`config.mk`:
```
export PLATFORM = sky130hd
export DESIGN_NAME = neuron_sched_flat
export DESIGN_NICKNAME = d
export VERILOG_FILES = /design/src/rtl/neuron_pkg.sv /design/src/rtl/neuron_sched_if.sv /design/src/rtl/rr_arb.sv /design/src/rtl/neuron_sched.sv /design/src/flat_wrapper.sv
export SDC_FILE = /design/constraint.sdc
export NUM_CORES = 1
export LEC_CHECK = 0
export CAP_MARGIN = 20
export CORE_UTILIZATION = 44
export CTS_CLUSTER_SIZE = 8
export DETAILED_ROUTE_END_ITERATION = 16
export GPL_TIMING_DRIVEN = 0
export PLACE_DENSITY = 0.89
export SLEW_MARGIN = 20
export SYNTH_ARGS = -nofsm -noshare
export SYNTH_HDL_FRONTEND = slang
export SYNTH_SLANG_ARGS = --single-unit
```
`constraint.sdc`:
```
create_clock -name CK -period 3.4 [get_ports CK]
set_input_delay 0.51 -clock CK [delete_from_list [all_inputs] [get_ports CK]]
set_output_delay 0.51 -clock CK [all_outputs]
set_load 0.005 [all_outputs]
```
`src/rtl/neuron_pkg.sv`:
```
// neuron_pkg: shared state encoding, operand geometry and timing defaults for the neuron scheduler
package neuron_pkg;
    typedef enum logic [2:0] {IDLE, PWRUP, DRIVE, SETTLE, CAPT, RESP} state_t;
    localparam int OPW            = 8;
    localparam int OPN            = 8;
    localparam int SETTLE_CYC_DEF = 4;
    localparam int PWR_CYC_DEF    = 2;
    localparam int IDLE_OFF_DEF   = 8;
    function automatic int idw(input int n);
        return (n > 1) ? $clog2(n) : 1;
    endfunction
endpackage

```
`src/rtl/neuron_sched_if.sv`:
```
// neuron_sched_if: requester, response and neuron-side signals of the scheduler
interface neuron_sched_if import neuron_pkg::*; #(parameter int NREQ = 4);
    logic [NREQ-1:0]         req_valid;
    logic [NREQ-1:0]         req_ready;
    logic [NREQ*OPN*OPW-1:0] req_data;
    logic                    resp_valid;
    logic                    resp_ready;
    logic [OPW-1:0]          resp_data;
    logic [idw(NREQ)-1:0]    resp_id;
    logic [OPN*OPW-1:0]      nrn_d;
    logic [OPW-1:0]          nrn_q;
    logic [OPN-1:0]          nrn_pwr_en;
    logic                    busy;
    modport master (
        output req_valid, req_data, resp_ready, nrn_q,
        input  req_ready, resp_valid, resp_data, resp_id, nrn_d, nrn_pwr_en, busy
    );
    modport slave (
        input  req_valid, req_data, resp_ready, nrn_q,
        output req_ready, resp_valid, resp_data, resp_id, nrn_d, nrn_pwr_en, busy
    );
endinterface

```
`src/rtl/rr_arb.sv`:
```
// rr_arb: one-hot round-robin grant, lowest index at or after ptr wins
module rr_arb import neuron_pkg::*; #(parameter int NREQ = 4) (
    input  logic [NREQ-1:0]      req,
    input  logic [idw(NREQ)-1:0] ptr,
    output logic [NREQ-1:0]      gnt
);
    localparam int IW = idw(NREQ);
    logic [IW-1:0] idx;
    // scan from the farthest offset down so the closest requester to ptr is the last write
    always_comb begin
        gnt = '0;
        idx = '0;
        for (int i = NREQ - 1; i >= 0; i--) begin
            idx = IW'((int'(ptr) + i) % NREQ);
            if (req[idx]) gnt = NREQ'(1) << idx;
        end
    end
endmodule

```
`src/rtl/neuron_sched.sv`:
```
// neuron_sched: round-robin scheduler sharing one power-gated combinational neuron
module neuron_sched import neuron_pkg::*; #(
    parameter int NREQ       = 4,
    parameter int SETTLE_CYC = SETTLE_CYC_DEF,
    parameter int PWR_CYC    = PWR_CYC_DEF,
    parameter int IDLE_OFF   = IDLE_OFF_DEF
) (
    input logic           CK,
    input logic           RSTB,
    neuron_sched_if.slave bus
);
    localparam int IW  = idw(NREQ);
    localparam int DW  = OPN * OPW;
    localparam int CW  = $clog2((SETTLE_CYC > PWR_CYC ? SETTLE_CYC : PWR_CYC) + 1);
    localparam int ICW = $clog2(IDLE_OFF + 1);

    state_t          state;
    logic [CW-1:0]   cnt;
    logic [ICW-1:0]  idle_cnt;
    logic [IW-1:0]   rr_ptr;
    logic [IW-1:0]   g;
    logic [IW-1:0]   lat_id;
    logic [NREQ-1:0] gnt;
    logic [DW-1:0]   sel_data;
    logic [DW-1:0]   lat_data;

    rr_arb #(.NREQ(NREQ)) u_arb (.req(bus.req_valid), .ptr(rr_ptr), .gnt(gnt));

    // encode the one-hot grant into the winning requester index
    always_comb begin
        g = '0;
        for (int i = 0; i < NREQ; i++) if (gnt[i]) g = IW'(i);
    end

    assign sel_data      = bus.req_data[int'(g) * DW +: DW];
    // accept is a same-cycle handshake so a requester that drops valid is never granted
    assign bus.req_ready = (RSTB && state == IDLE) ? gnt : '0;
    assign bus.busy      = state != IDLE;

    // scheduler FSM: grant, optional power-up, drive, settle, capture, hold response
    always_ff @(posedge CK or negedge RSTB) begin
        if (!RSTB) begin
            state          <= IDLE;
            cnt            <= '0;
            idle_cnt       <= '0;
            rr_ptr         <= '0;
            lat_id         <= '0;
            lat_data       <= '0;
            bus.resp_valid <= 1'b0;
            bus.resp_data  <= '0;
            bus.resp_id    <= '0;
            bus.nrn_d      <= '0;
            bus.nrn_pwr_en <= '0;
        end else begin
            case (state)
                IDLE: begin
                    if (|bus.req_valid) begin
                        lat_data <= sel_data;
                        lat_id   <= g;
                        rr_ptr   <= (g == IW'(NREQ - 1)) ? '0 : g + 1'b1;
                        idle_cnt <= '0;
                        cnt      <= '0;
                        if (bus.nrn_pwr_en == '0) begin
                            state          <= PWRUP;
                            bus.nrn_pwr_en <= '1;
                        end else begin
                            state     <= DRIVE;
                            bus.nrn_d <= sel_data;
                        end
                    end else if (idle_cnt != ICW'(IDLE_OFF)) begin
                        idle_cnt <= idle_cnt + 1'b1;
                        if (idle_cnt == ICW'(IDLE_OFF - 1)) bus.nrn_pwr_en <= '0;
                    end
                end
                PWRUP: begin
                    if (cnt == CW'(PWR_CYC - 1)) begin
                        state     <= DRIVE;
                        cnt       <= '0;
                        bus.nrn_d <= lat_data;
                    end else begin
                        cnt <= cnt + 1'b1;
                    end
                end
                DRIVE: state <= SETTLE;
                SETTLE: begin
                    if (cnt == CW'(SETTLE_CYC - 1)) begin
                        state <= CAPT;
                        cnt   <= '0;
                    end else begin
                        cnt <= cnt + 1'b1;
                    end
                end
                CAPT: begin
                    bus.resp_data  <= bus.nrn_q;
                    bus.resp_id    <= lat_id;
                    bus.resp_valid <= 1'b1;
                    state          <= RESP;
                end
                RESP: begin
                    if (bus.resp_ready) begin
                        bus.resp_valid <= 1'b0;
                        state          <= IDLE;
                    end
                end
                default: state <= IDLE;
            endcase
        end
    end
endmodule

```
`src/flat_wrapper.sv`:
```
// flat-port wrapper written by rule: the top's interface ports become plain ports
module neuron_sched_flat import neuron_pkg::*;
#(
    parameter int NREQ       = 4,
    parameter int SETTLE_CYC = SETTLE_CYC_DEF,
    parameter int PWR_CYC    = PWR_CYC_DEF,
    parameter int IDLE_OFF   = IDLE_OFF_DEF
)
  (CK, RSTB, bus_req_valid, bus_req_data, bus_resp_ready, bus_nrn_q, bus_req_ready, bus_resp_valid, bus_resp_data, bus_resp_id, bus_nrn_d, bus_nrn_pwr_en, bus_busy);
  neuron_sched_if #(.NREQ(NREQ)) bus_i ();
  input logic CK;
  input logic RSTB;
  input wire logic [$bits(bus_i.req_valid)-1:0] bus_req_valid;
  input wire logic [$bits(bus_i.req_data)-1:0] bus_req_data;
  input wire logic [$bits(bus_i.resp_ready)-1:0] bus_resp_ready;
  input wire logic [$bits(bus_i.nrn_q)-1:0] bus_nrn_q;
  output wire logic [$bits(bus_i.req_ready)-1:0] bus_req_ready;
  output wire logic [$bits(bus_i.resp_valid)-1:0] bus_resp_valid;
  output wire logic [$bits(bus_i.resp_data)-1:0] bus_resp_data;
  output wire logic [$bits(bus_i.resp_id)-1:0] bus_resp_id;
  output wire logic [$bits(bus_i.nrn_d)-1:0] bus_nrn_d;
  output wire logic [$bits(bus_i.nrn_pwr_en)-1:0] bus_nrn_pwr_en;
  output wire logic [$bits(bus_i.busy)-1:0] bus_busy;
  assign bus_i.req_valid = bus_req_valid;
  assign bus_i.req_data = bus_req_data;
  assign bus_i.resp_ready = bus_resp_ready;
  assign bus_i.nrn_q = bus_nrn_q;
  assign bus_req_ready = bus_i.req_ready;
  assign bus_resp_valid = bus_i.resp_valid;
  assign bus_resp_data = bus_i.resp_data;
  assign bus_resp_id = bus_i.resp_id;
  assign bus_nrn_d = bus_i.nrn_d;
  assign bus_nrn_pwr_en = bus_i.nrn_pwr_en;
  assign bus_busy = bus_i.busy;
  neuron_sched #(.NREQ(NREQ), .SETTLE_CYC(SETTLE_CYC), .PWR_CYC(PWR_CYC), .IDLE_OFF(IDLE_OFF)) u_core (.CK(CK), .RSTB(RSTB), .bus(bus_i));
endmodule
```
Word level (Yosys, flattened, before mapping)
Cells that the tools add are included.
Storage, ports and cells
  register bits: 161
  latch bits: 0
  bits in writable memories: 0
  bits in read-only memories: 0
  word-level logic and storage cells: 98
  memories kept: 0
Operators by class
  $add $sub $neg: 6
  $mul: 0
  divide/modulo/power cells: 0
  $lt $le $gt $ge: 4
  equality and inequality tests: 16
  shifts and indexed selects: 5
  muxes and demuxes: 39
  bitwise operators: 0
  reduce and logical (&&, ||, !) cells: 17
Operator list (number)
  $shiftx 256x9->64: 1
  $mux 64: 3
  $pmux 64 s2: 1
  $mux 8: 4
  $mux 4: 7
  $mux 3: 7
  $pmux 3 s6: 1
  $shl 1x2->4 const A: 4
  $lt 2x3->1 const B: 4
  $reduce_and 4->1: 3
  $eq 3x2->1 const B: 3
  $pmux 3 s3: 1
  $bmux 1 s2: 4
  $logic_not 8->1: 1
  $mux 2: 4
  $ne 2x2->1 const B: 4
  $reduce_and 2->1: 4
  $reduce_bool 2->1: 4
  $eq 3x1->1 const B: 2
  $eq 3x3->1 const B: 2
  $mux 1: 6
  $reduce_bool 3->1: 2
  $add 2x1->2 const B: 2
  $add 2x2->2 const B: 2
  other kinds (10): 11

Longest topological paths before layout
Gate-level depths: netlist of run 1.
  depth after elaboration: 14
  depth in mapped cells: 12

Cells and area by module
Synthesis of run 1 repeated with hierarchy kept, for this count alone.
Second synthesis, totals
  cell total of the unflattened synthesis: 957
  area total of the unflattened synthesis: 9251.4 um^2
By module, submodules not included
  neuron_sched: times used 1, cells each 910, area each 8838.5 um^2
  rr_arb: times used 1, cells each 47, area each 412.9 um^2

Least setup slack after synthesis of run 1
OpenSTA, ideal clock, no wires.
  path kind: reg-to-output
  from: reg u_core.rr_ptr[0]
  to: out bus_req_ready[2]
  data arrival time: 2.503 ns
  required time: 2.890 ns
  slack: 0.387 ns
  cell stages (with the launch flop): 11
  path buffers: 3
  path through: dfrtp_1 buf_2 inv_1 ha_1 mux4_2 or3b_1 a221o_1 and2_1 buf_2 clkbuf_1 nor2_1
On the way
  cells in the longest elaborated chain, start to end: 8
  elaborated cells between the ends (all ways): 20
  classes of those cells: 3 x add/sub; 4 x shift; 13 x mux
RTL lines
  start, declared: RTL line neuron_sched.sv:20  | logic [IW-1:0] rr_ptr;
  start signal, assigned: RTL line neuron_sched.sv:60  | rr_ptr <= (g == IW'(NREQ - 1)) ? '0 : g + 1'b1;
  $add 2x2->2: RTL line rr_arb.sv:14  | idx = IW'((int'(ptr) + i) % NREQ);
  $bmux 1 s2: RTL line rr_arb.sv:15  | if (req[idx]) gnt = NREQ'(1) << idx;
  $mux 1 (not written as such): RTL line rr_arb.sv:15
  $mux 4 (3 in a row): RTL line rr_arb.sv:15
  $mux 4 (*): RTL line rr_arb.sv:15
  $mux 4 (*): RTL line neuron_sched.sv:37  | assign bus.req_ready = (RSTB && state == IDLE) ? gnt : '0;
  end, declared: RTL line flat_wrapper.sv:17  | output wire logic [$bits(bus_i.req_ready)-1:0] bus_req_ready;
Mark *: on every way between the ends. The rest lies on a longest branch, timed or not. The select of a mux whose other input is x is not followed.

Final worst setup path of run 1
  from: reg u_core.rr_ptr[0]
  to: reg u_core.lat_data[14]
On the way
  cells in the longest elaborated chain, start to end: 11
  elaborated cells between the ends (all ways): 23
  classes of those cells: 3 x add/sub; 5 x shift; 15 x mux
RTL lines
  $add 2x2->2: RTL line rr_arb.sv:14
  $bmux 1 s2: RTL line rr_arb.sv:15
  $mux 1 (not written as such): RTL line rr_arb.sv:15
  $mux 4 (3 in a row): RTL line rr_arb.sv:15
  $mux 4 (*): RTL line rr_arb.sv:15
  $mux 1: RTL line neuron_sched.sv:32  | for (int i = 0; i < NREQ; i++) if (gnt[i]) g = IW'(i);
  $mux 2: RTL line neuron_sched.sv:32
  $mux 2 (*): RTL line neuron_sched.sv:32
  $shiftx 256x9->64 (*): RTL line neuron_sched.sv:35  | assign sel_data = bus.req_data[int'(g) * DW +: DW];
  end signal, assigned: RTL line neuron_sched.sv:58  | lat_data <= sel_data;
  end, declared: RTL line neuron_sched.sv:25  | logic [DW-1:0] lat_data;
Marks and branches as above.
A chain may end at the register's enable or synchronous reset.

==> metrics.yaml, run 1 <==
run_status:
  status: "complete, but fails checks"
  violations: "negative hold slack"
synthesis:
  yosysWarningCount: 0
  synth_cell_type_count: 38
  synth_area_leaders: "dfrtp_1, o21ai_1, a221oi_1, o31a_1, nand2_1"
  synth_ff_type: "dfrtp_1"
  yosysTopAreaCell: "dfrtp_1"
  postSynthAreaPerCell_sq_um: 8.62
  synth-seq-cells: 154
  ys_async_sr_fraction_pct: 100
  synth_top_area_share_pct: 43.0
  synth_edf_count: 0
  synth_nets: 1323
  syn_inst: 1039
  synth-seq-area-share_pct: 43.0
  synth.cell_area_sq_um: 8950
drt:
  wirelength_mm: 36.0
  wl_per_cell_microns: 21.1
  avgViaCountPerCell: 5.95
  dr.pass1.iters: 8
  drc_errors: 0
  dr_total_vias: 10200
  drt_iter0_markers: 724
  ant_nets: 0
power:
  p_switching_w: 0.00682
  combPwrFrac_pct: 65.2
  p_sw_share_pct: 47.6
  clkPwrFrac_pct: 12.5
  totalPowerFinal_w: 0.0143
  peakVddDrop_uv: 666
  p_leak_nw: 5.69
  seq_power_share_pct: 22.3
  power_density_nw_per_um2: 1050
  internal_power_w: 0.00749
final_layout:
  final_cells: 1709
  layout-drive-gt1-share_pct: 6.72
  final_cell_mix: "clkdlybuf4s50_1, dfrtp_1, nand2_1"
  area_delta_synth_final_pct: 52.3
  final_util_pct: 69.2
  seqCellArea_sq_um: 3850
  multi_input_area_sq_um: 4600
  final_common_cell: "clkdlybuf4s50_1"
  nFillCells: 1480
  nets: 1714
clock_tree:
  cts_made_buffers: 17
  postCtsHoldBufs: 0
  cts_tree: "built"
  clock_latency_ns: 0.43
  cts_sinks: 154
  path_clk_slew_ns: 0.07
  cts_htree_levels: 4
  cts_root_buffer: "clkbuf_16"
  cts.path.max_buffers: 2
timing:
  max_freq_mhz: 297
  fin_crit_sh_pct: 99.2
  hold_ws_ns: -0.00409
  skew_ns: 0.0126
  setup_slack_ns: 0.0281
  setup_tns_ns: 0
  hold_viol: 2
  tightestPinTransition_ns: 0.972
  drv_slew: 0
  rsz0062_at_grt: "true"
  max_slew_margin_pct: 35.2
  min_period_ns: 3.37
  setup_viol: 0
grt:
  grt_pass1_wl_mm: 52.5
  grt_overflow: 0
  antenna_found_initial: 0
  grt_start_max_net_pins: 95
  grt_pass1_vias: 9555
  grt_usage_pct: 33.9
floorplanning:
  row_count: 51
  coreArea_sq_um: 19700
  fp.dieH_microns: 145
  die_area_sq_um: 20900
  ios: 359
  die_w_microns: 145
  initial_utilization_pct: 45.4
setup_path:
  max_stage_delay_ns: 0.59
  path_class: "reg2reg"
  critical_path_required_ns: 3.71
  end_kind: "register"
  worstPathArrival_ns: 3.68
  startpoint_type: "register"
  crit_path_max_fanout: 10
  critPathSlowestCell: "a221oi_1"
  cp_cell_sequence: "buf_6, inv_6, ha_4, mux4_2, a21oi_2, nand2_1, clkbuf_1, a221oi_1, o31a_1, o21ai_1"
placement:
  hpwl_mm: 26.7
  dp_worst_setup_slack_ns: -0.878
  dp_cells: 1663
  gp_congestion: 0.935
  port_buffers: 358
min_path:
  hp-class: "in2async"
run:
  maxCapViolCount: 0
-- cell usage after synthesis, types with 7 or more instances --
cell / n
dfrtp_1: 154
o21ai_1: 117
and3_1: 65
nor2_1: 71
inv_1: 14
clkbuf_1: 86
o31a_1: 64
a21boi_0: 64
mux2_2: 11
nand2_1: 144
buf_4: 12
a21oi_1: 77
nor3_1: 7
a221oi_1: 64
buf_2: 8
o21ai_0: 24
ha_1: 13
-- cells by family (layout without fill, tap and decap cells) --
logic type	Yosys count	after routing	share of synthesized area, %
compound gates	425	425	31.4
fa+ha+maj	13	13	1.82
buf+inv	124	528	5.90
flops	154	154	43.0
mux	15	15	2.39
other cells	0	1	0
simple gates	308	308	15.5
-- registers in the layout (all words and copies together), names as in the netlist --
name / flops
u_core.bus.nrn_d: 64
u_core.bus.nrn_pwr_en: 1
u_core.bus.resp_data: 8
u_core.bus.resp_id: 2
u_core.bus.resp_valid: 1
u_core.cnt: 3
u_core.idle_cnt: 4
u_core.lat_data: 64
u_core.lat_id: 2
u_core.rr_ptr: 2
u_core.state: 3
-- through the flow --
stage | hold slack [ns] | cell area (sq um)
6_report | -0.00409 | 13600
5_1_grt | 0.0386 | 13600
4_1_cts | 0.0254 | 13600
3_5_place_dp | 0.467 | 12900
3_3_place_gp | 0.449 | 12900
2_1_floorplan | 0.214 | 8950
-- critical path: cells and delay by family (launching register included) --
kind / cells / cell delay [ns]
AO/OA/AOI/OAI: 4 / 1.10
adder cells (fa/ha/maj): 1 / 0.26
buffers and inverters: 3 / 0.63
flip-flops: 1 / 0.37
multiplexers: 1 / 0.37
AND/OR/NAND/NOR: 1 / 0.50
-- per-layer routing --
layer / part of all wire (%) / GRT usage [%] / up-vias
met2: 48 / 57.8 / 638
met3: 9.7 / 8.09 / 108
met4: 4.0 / 16.1 / 0
met5: 0 / 0 / -
li1: - / - / 4582
met1: 38 / 40.1 / 4844
-- power groups by stage --
stage | Sequential [W] | Combinational [W] | Clock (W)
finish | 0.00319 | 0.00933 | 0.00179
global route | 0.00328 | 0.00998 | 0.00185
CTS | 0.00317 | 0.00911 | 0.00179
detailed placement | 0.00320 | 0.00876 | 0
global placement | 0.00316 | 0.00857 | 0
floorplan | 0.00314 | 0.00522 | 0
-- area by class of cell --
type / count / area share (%)
buffer: 110 / 3.95
tap: 265 / 2.43
multi-input combinational: 761 / 33.7
sequential: 154 / 28.3
timing repair buffer: 372 / 27.2
inverter: 14 / 0.422
antenna: 1 / 0.0183
clock buffer: 18 / 3.22
clock inverter: 14 / 0.826
-- path summary, 6_finish.rpt --
path	from	to	slack (ns)	cells after the start
max in group asynchronous	RSTB	u_core.bus.nrn_d[58]$_DFFE_PN0P_	2.58	2
worst min-delay path	RSTB	u_core.bus.nrn_d[9]$_DFFE_PN0P_	-0.004	1
worst max-delay path	u_core.rr_ptr[0]$_DFFE_PN0P_	u_core.lat_data[14]$_DFFE_PN0P_	0.03	10
min in group CK	u_core.bus.resp_valid$_DFFE_PN0P_	u_core.bus.resp_valid$_DFFE_PN0P_	0.48	1
worst max register to register	u_core.rr_ptr[0]$_DFFE_PN0P_	u_core.lat_data[14]$_DFFE_PN0P_	0.03	10
worst min register to register	u_core.bus.resp_valid$_DFFE_PN0P_	u_core.bus.resp_valid$_DFFE_PN0P_	0.48	1
-- repair_timing --
| action | 4_1_cts | 5_1_grt |
|---|---|---|
| gates resized for setup | 34 | 5 |
| endpoints found under the setup margin | 116 | 15 |
| pin swaps | 2 | 1 |
| setup buffers | 8 | 5 |
No activity file was read; power rests on OpenSTA's default activity.
==> inputs of run 2 (changes only) <==
--- a/config.mk
+++ b/config.mk
@@ -8,5 +8,5 @@
 export CAP_MARGIN = 20
 export CORE_UTILIZATION = 44
-export CTS_CLUSTER_SIZE = 8
+export CTS_CLUSTER_SIZE = 40
 export DETAILED_ROUTE_END_ITERATION = 16
 export GPL_TIMING_DRIVEN = 0
==> constraint.sdc (replaced) <==
create_clock -name CK -period 3.4 [get_ports CK]
set_input_delay 0.51 -clock CK [delete_from_list [all_inputs] [get_ports CK]]
set_output_delay 0.51 -clock CK [all_outputs]
set_load 0.02 [all_outputs]
==> run 2 against run 1 <==
The run now ends clean; clock skew decreased by 0.00064 ns; power increased by 3.1%; sequential power about the same; global-route usage decreased by 0.11 points; maximum frequency increased by 1.6%; clock power about the same; worst hold slack improved by 0.017 ns; clock-buffer cell count unchanged; highest routed layer unchanged.
==> metrics.yaml, run 2 (synthesis results as in run 1) <==
timing:
  skew_ns: 0.0119  # -0.000644 ns
  max_slew_margin_pct: 34.8  # -0.39 points
  hold_viol: 0  # -2
  max_freq_mhz: 301  # +1.6%
  fin_crit_sh_pct: 97.6  # -1.6 points
  setup_tns_ns: 0  # unchanged
  tightestPinTransition_ns: 0.978  # +0.00582 ns
  setup_viol: 0  # unchanged
  hold_ws_ns: 0.0126  # +0.0167 ns
  min_period_ns: 3.32  # -0.0539 ns
  rsz0062_at_grt: "false"
  drv_slew: 0  # unchanged
drt:
  drt_iter0_markers: 783  # +8.1%
  dr_total_vias: 10200  # +0.11%
  dr.pass1.iters: 5  # -3
  avgViaCountPerCell: 5.97  # +0.28%
  ant_nets: 0  # unchanged
  wl_per_cell_microns: 21.2  # +0.45%
  drc_errors: 0  # unchanged
  wirelength_mm: 36.1  # +0.27%
setup_path:
  startpoint_type: "register"
  end_kind: "output port"
  path_class: "reg2out"
  worstPathArrival_ns: 2.81  # -0.87 ns
  critical_path_required_ns: 2.89  # -0.82 ns
  crit_path_max_fanout: 11  # +1
clock_tree:
  clock_latency_ns: 0.43  # about the same
  cts_root_buffer: "clkbuf_16"
  postCtsHoldBufs: 0  # unchanged
  cts_tree: "built"
  cts_sinks: 154  # unchanged
  cts_made_buffers: 17  # unchanged
  path_clk_slew_ns: 0.07  # about the same
  cts.path.max_buffers: 2  # unchanged
  cts_htree_levels: 4  # unchanged
grt:
  grt_pass1_wl_mm: 52.3  # -0.32%
  grt_pass1_vias: 9563  # +0.084%
  grt_overflow: 0  # unchanged
  antenna_found_initial: 0  # unchanged
  grt_start_max_net_pins: 95  # unchanged
  grt_usage_pct: 33.8  # -0.11 points
floorplanning:
  initial_utilization_pct: 45.4  # unchanged
  row_count: 51  # unchanged
  die_area_sq_um: 20900  # unchanged
  ios: 359  # unchanged
  fp.dieH_microns: 145  # unchanged
  coreArea_sq_um: 19700  # unchanged
  die_w_microns: 145  # unchanged
final_layout:
  final_cells: 1706  # -0.18%
  layout-drive-gt1-share_pct: 6.60  # -0.12 points
  final_cell_mix: "clkdlybuf4s50_1, dfrtp_1, nand2_1"
  nets: 1711  # -0.18%
  final_common_cell: "clkdlybuf4s50_1"
  reg_top3: "u_core.bus.nrn_d (64), u_core.lat_data (64), u_core.bus.resp_data (8)"
  area_delta_synth_final_pct: 52.0
placement:
  dp_cells: 1663  # unchanged
  gp_congestion: 0.935  # unchanged
  hpwl_mm: 26.7  # unchanged
  port_buffers: 358  # unchanged
power:
  peakVddDrop_uv: 671  # +0.73%
  totalPowerFinal_w: 0.0148  # +3.1%
  power_density_nw_per_um2: 1080  # +3.3%
  p_leak_nw: 5.67  # -0.28%
run:
  maxCapViolCount: 0  # unchanged
min_path:
  hp-class: "in2async"
run_status:
  status: "completed"
[run 2: what timing repair did]
item	in CTS	in global routing
gates cloned	0	0
pin swaps	2	1
setup buffers	7	5
resized for setup	35	9
setup endpoints to repair	116	19
[run 2: worst paths after layout]
| kind | from | to | slack, ns | cells past startpoint |
|---|---|---|---|---|
| worst max-delay path | u_core.rr_ptr[0]$_DFFE_PN0P_ | bus_req_ready[2] | 0.08 | 10 |
| min in group CK | u_core.lat_data[35]$_DFFE_PN0P_ | u_core.lat_data[35]$_DFFE_PN0P_ | 0.48 | 2 |
| worst min-delay path | RSTB | u_core.bus.nrn_d[9]$_DFFE_PN0P_ | 0.01 | 1 |
| worst min register to register | u_core.lat_data[35]$_DFFE_PN0P_ | u_core.lat_data[35]$_DFFE_PN0P_ | 0.48 | 2 |
| max in group asynchronous | RSTB | u_core.bus.nrn_d[58]$_DFFE_PN0P_ | 2.57 | 2 |
| worst max register to register | u_core.rr_ptr[0]$_DFFE_PN0P_ | u_core.bus.nrn_d[20]$_DFFE_PN0P_ | 0.12 | 12 |
[run 2: worst max-delay path, cell delays in order, from the launching register on]
cell and delay, ns:
dfrtp_1 0.39, buf_6 0.14, inv_6 0.07, ha_4 0.20, mux4_2 0.21, or3b_1 0.35
a221o_1 0.35, and2_4 0.24, clkbuf_16 0.20, nor2_4 0.10, buf_6 0.12
[run 2: power by group]
group	leakage, nW	internal (W)	switching, W
clock	0.250	0.000965	0.000827
sequential	1.92	0.00272	0.000480
combinational	3.50	0.00375	0.00602
[run 2: area by class of cell]
type / count / area, sq um
diodes: 1 / 2.50
plain buffers: 108 / 503
clock buffers: 18 / 439
clock inverters: 14 / 113
fillers: 1486 / 6100
inverters: 14 / 57.6
multi-input cells: 761 / 4600
flip-flops and latches: 154 / 3850
well taps: 265 / 332
repair buffers: 371 / 3710
[run 2: metrics by stage]
| step | utilization, % | worst slack [ns] | area [sq um] |
|---|---|---|---|
| after CTS | 68.8 | 0.00184 | 13600 |
| after global placement | 65.3 | -5.09 | 12900 |
| final | 69.0 | 0.0820 | 13600 |
| after global routing | 69.0 | 0.00425 | 13600 |
| after floorplan | - | 0.203 | 8950 |
| after detailed placement | 65.4 | -0.980 | 12900 |
[run 2: routing by layer]
| metal | track usage (%) | vias to the layer above | part of all wire, % |
|---|---|---|---|
| met5 | 0 | - | 0 |
| met4 | 16.1 | 0 | 3.9 |
| met3 | 7.83 | 92 | 9.4 |
| met2 | 57.6 | 637 | 49 |
| met1 | 40.2 | 4889 | 38 |
| li1 | - | 4565 | - |
==> inputs of run 3 (changes only) <==
--- a/config.mk
+++ b/config.mk
@@ -8,5 +8,5 @@
 export CAP_MARGIN = 20
 export CORE_UTILIZATION = 44
-export CTS_CLUSTER_SIZE = 40
+export CTS_CLUSTER_SIZE = 30
 export DETAILED_ROUTE_END_ITERATION = 16
 export GPL_TIMING_DRIVEN = 0
==> constraint.sdc (replaced) <==
create_clock -name CK -period 3.4 [get_ports CK]
set_input_delay 0.85 -clock CK [delete_from_list [all_inputs] [get_ports CK]]
set_output_delay 0.85 -clock CK [all_outputs]
set_load 0.02 [all_outputs]
==> run 3 against run 2 <==
The run now ends with negative setup slack left; sequential share of layout area is 0.35 points lower; clock power is 18% higher; worst hold slack better by 0.32 ns; sequential cell count stayed put; first-iteration DRC count is 1.0% higher; critical path type is now in2out; critical endpoint is now bus_req_ready[3]; largest cell class unchanged.
==> metrics.yaml, run 3 (synthesis results as in run 1) <==
final_layout:
  final_cell_mix: "clkdlybuf4s50_1, dfrtp_1, nand2_1"
  layout-drive-gt1-share_pct: 7.69  # +1.1 points
  area_delta_synth_final_pct: 54.0
  nets: 1715  # +0.23%
  antenna_cells: 0  # -1
  final_util_pct: 69.9  # +0.87 points
  final_common_cell: "clkdlybuf4s50_1"
  reg_top3: "u_core.bus.nrn_d (64), u_core.lat_data (64), u_core.bus.resp_data (8)"
  final_cells: 1709  # +0.18%
grt:
  grt_pass1_wl_mm: 53.3  # +2.0%
  grt_usage_pct: 34.5  # +0.75 points
  grt_start_max_net_pins: 98  # +3.2%
  antenna_found_initial: 0  # unchanged
  grt_pass1_vias: 9847  # +3.0%
  grt_overflow: 0  # unchanged
timing:
  max_slew_margin_pct: 43.4  # +8.6 points
  setup_viol: 3  # +3
  skew_ns: 0.0122  # +0.000308 ns
  min_period_ns: 3.50  # +0.178 ns
  fin_crit_sh_pct: 103  # +5.2 points
  drv_slew: 0  # unchanged
  hold_viol: 0  # unchanged
  rsz0062_at_grt: "true"
  tightestPinTransition_ns: 0.850  # -0.129 ns
  hold_ws_ns: 0.334  # +0.321 ns
  max_freq_mhz: 286  # -5.1%
  setup_slack_ns: -0.0962  # -0.178 ns
run:
  maxCapViolCount: 0  # unchanged
setup_path:
  worstPathArrival_ns: 2.65  # -0.16 ns
  startpoint_type: "input pin"
  r2r_setup_slack_ns: 0.07  # -0.05 ns
  path_class: "in2out"
  r2r_start: "u_core.rr_ptr[0]$_DFFE_PN0P_"
  critical_path_required_ns: 2.55  # -0.34 ns
  worst-r2r-cell-count: 14  # +2
  r2r-end: "u_core.lat_data[32]$_DFFE_PN0P_"
  end_kind: "output port"
  crit_path_max_fanout: 5  # -6
drt:
  wl_met3_mm: 3.35  # -1.5%
  ant_nets: 0  # unchanged
  wl_per_cell_microns: 21.1  # -0.30%
  avgViaCountPerCell: 5.89  # -1.3%
  wl_met1_mm: 13.9  # +1.0%
  wirelength_mm: 36.0  # -0.12%
  wl_met2_mm: 17.1  # -2.2%
  drt_iter0_markers: 791  # +1.0%
  drc_errors: 0  # unchanged
  dr.pass1.iters: 5  # unchanged
  top_layer: "met4"
  dr_total_vias: 10100  # -1.1%
clock_tree:
  cts.path.max_buffers: 2  # unchanged
  cts_sinks: 154  # unchanged
  cts_made_buffers: 17  # unchanged
  cts_htree_levels: 4  # unchanged
  cts_root_buffer: "clkbuf_16"
  cts_tree: "built"
  clock_latency_ns: 0.44  # about the same
  postCtsHoldBufs: 0  # unchanged
  path_clk_slew_ns: 0.06  # about the same
floorplanning:
  fp.dieH_microns: 145  # unchanged
  die_w_microns: 145  # unchanged
  die_area_sq_um: 20900  # unchanged
  coreArea_sq_um: 19700  # unchanged
  initial_utilization_pct: 45.4  # unchanged
  ios: 359  # unchanged
  row_count: 51  # unchanged
run_status:
  violations: "negative setup slack"
  status: "complete, but fails checks"
power:
  totalPowerFinal_w: 0.0151  # +2.2%
  power_density_nw_per_um2: 1090  # +0.97%
  peakVddDrop_uv: 634  # -5.5%
  p_leak_nw: 5.78  # +2.0%
min_path:
  hp-class: "in2async"
placement:
  hpwl_mm: 25.9  # -2.9%
  dp_worst_setup_slack_ns: -1.52  # -0.539 ns
  port_buffers: 358  # unchanged
  gp_congestion: 0.898  # -4.0%
  dp_cells: 1663  # unchanged
[run 3: layer usage]
layer / GRT usage (%) / up-vias
met4: 18.7 / 0
met3: 9.44 / 114
met2: 56.4 / 551
met5: 0 / -
li1: - / 4565
met1: 41.4 / 4840
[run 3: power breakdown]
part	internal [W]	leakage, nW	total, W	switching [W]
Sequential	0.00272	1.92	0.00320	0.000485
Clock	0.00135	0.319	0.00211	0.000768
Combinational	0.00384	3.55	0.00977	0.00594
Total	0.00790	5.78	0.0151	0.00719
[run 3: final cells by class]
cell class                 instances  area, sq um
buffer                           107          510
clock buffer                      22          464
clock inverter                    10          186
fill                            1502         5930
inverter                          14         55.1
multi-input combinational        761         4630
sequential                       154         3850
tap                              265          332
timing repair buffer             376         3750
[run 3: per-stage QoR]
stage / setup TNS, ns / area, sq um
5_1_grt: -0.339 / 13800
6_report: -0.208 / 13800
3_5_place_dp: -82.12 / 12900
2_1_floorplan: -0.0259 / 8990
3_3_place_gp: -807.85 / 12900
4_1_cts: -0.155 / 13800
[run 3: how the worst max path moves through the flow]
stage,startpoint,to,slack (ns),cells after the start
finish,bus_req_valid[1],bus_req_ready[3],-0.1,7
global route,bus_req_valid[1],bus_req_ready[3],-0.13,7
CTS,bus_req_valid[1],bus_req_ready[3],-0.06,7
detailed placement,bus_req_valid[2],bus_req_ready[1],-1.52,9
global placement,RSTB,bus_req_ready[0],-6.67,4
floorplan,bus_req_valid[1],bus_req_ready[2],-0.03,7
[run 3: worst max-delay path, cell delays in order]
cell and delay, ns:
buf_8 0.10, mux4_2 0.52, buf_6 0.15, or3b_1 0.36, a221o_1 0.35, a21oi_2 0.16
buf_6 0.15
[run 3: timing repair]
| item | in CTS | in global routing |
|---|---|---|
| gates resized for setup | 67 | 13 |
| setup endpoints to repair | 126 | 27 |
| setup buffers | 15 | 2 |
| pin swaps | 6 | 1 |
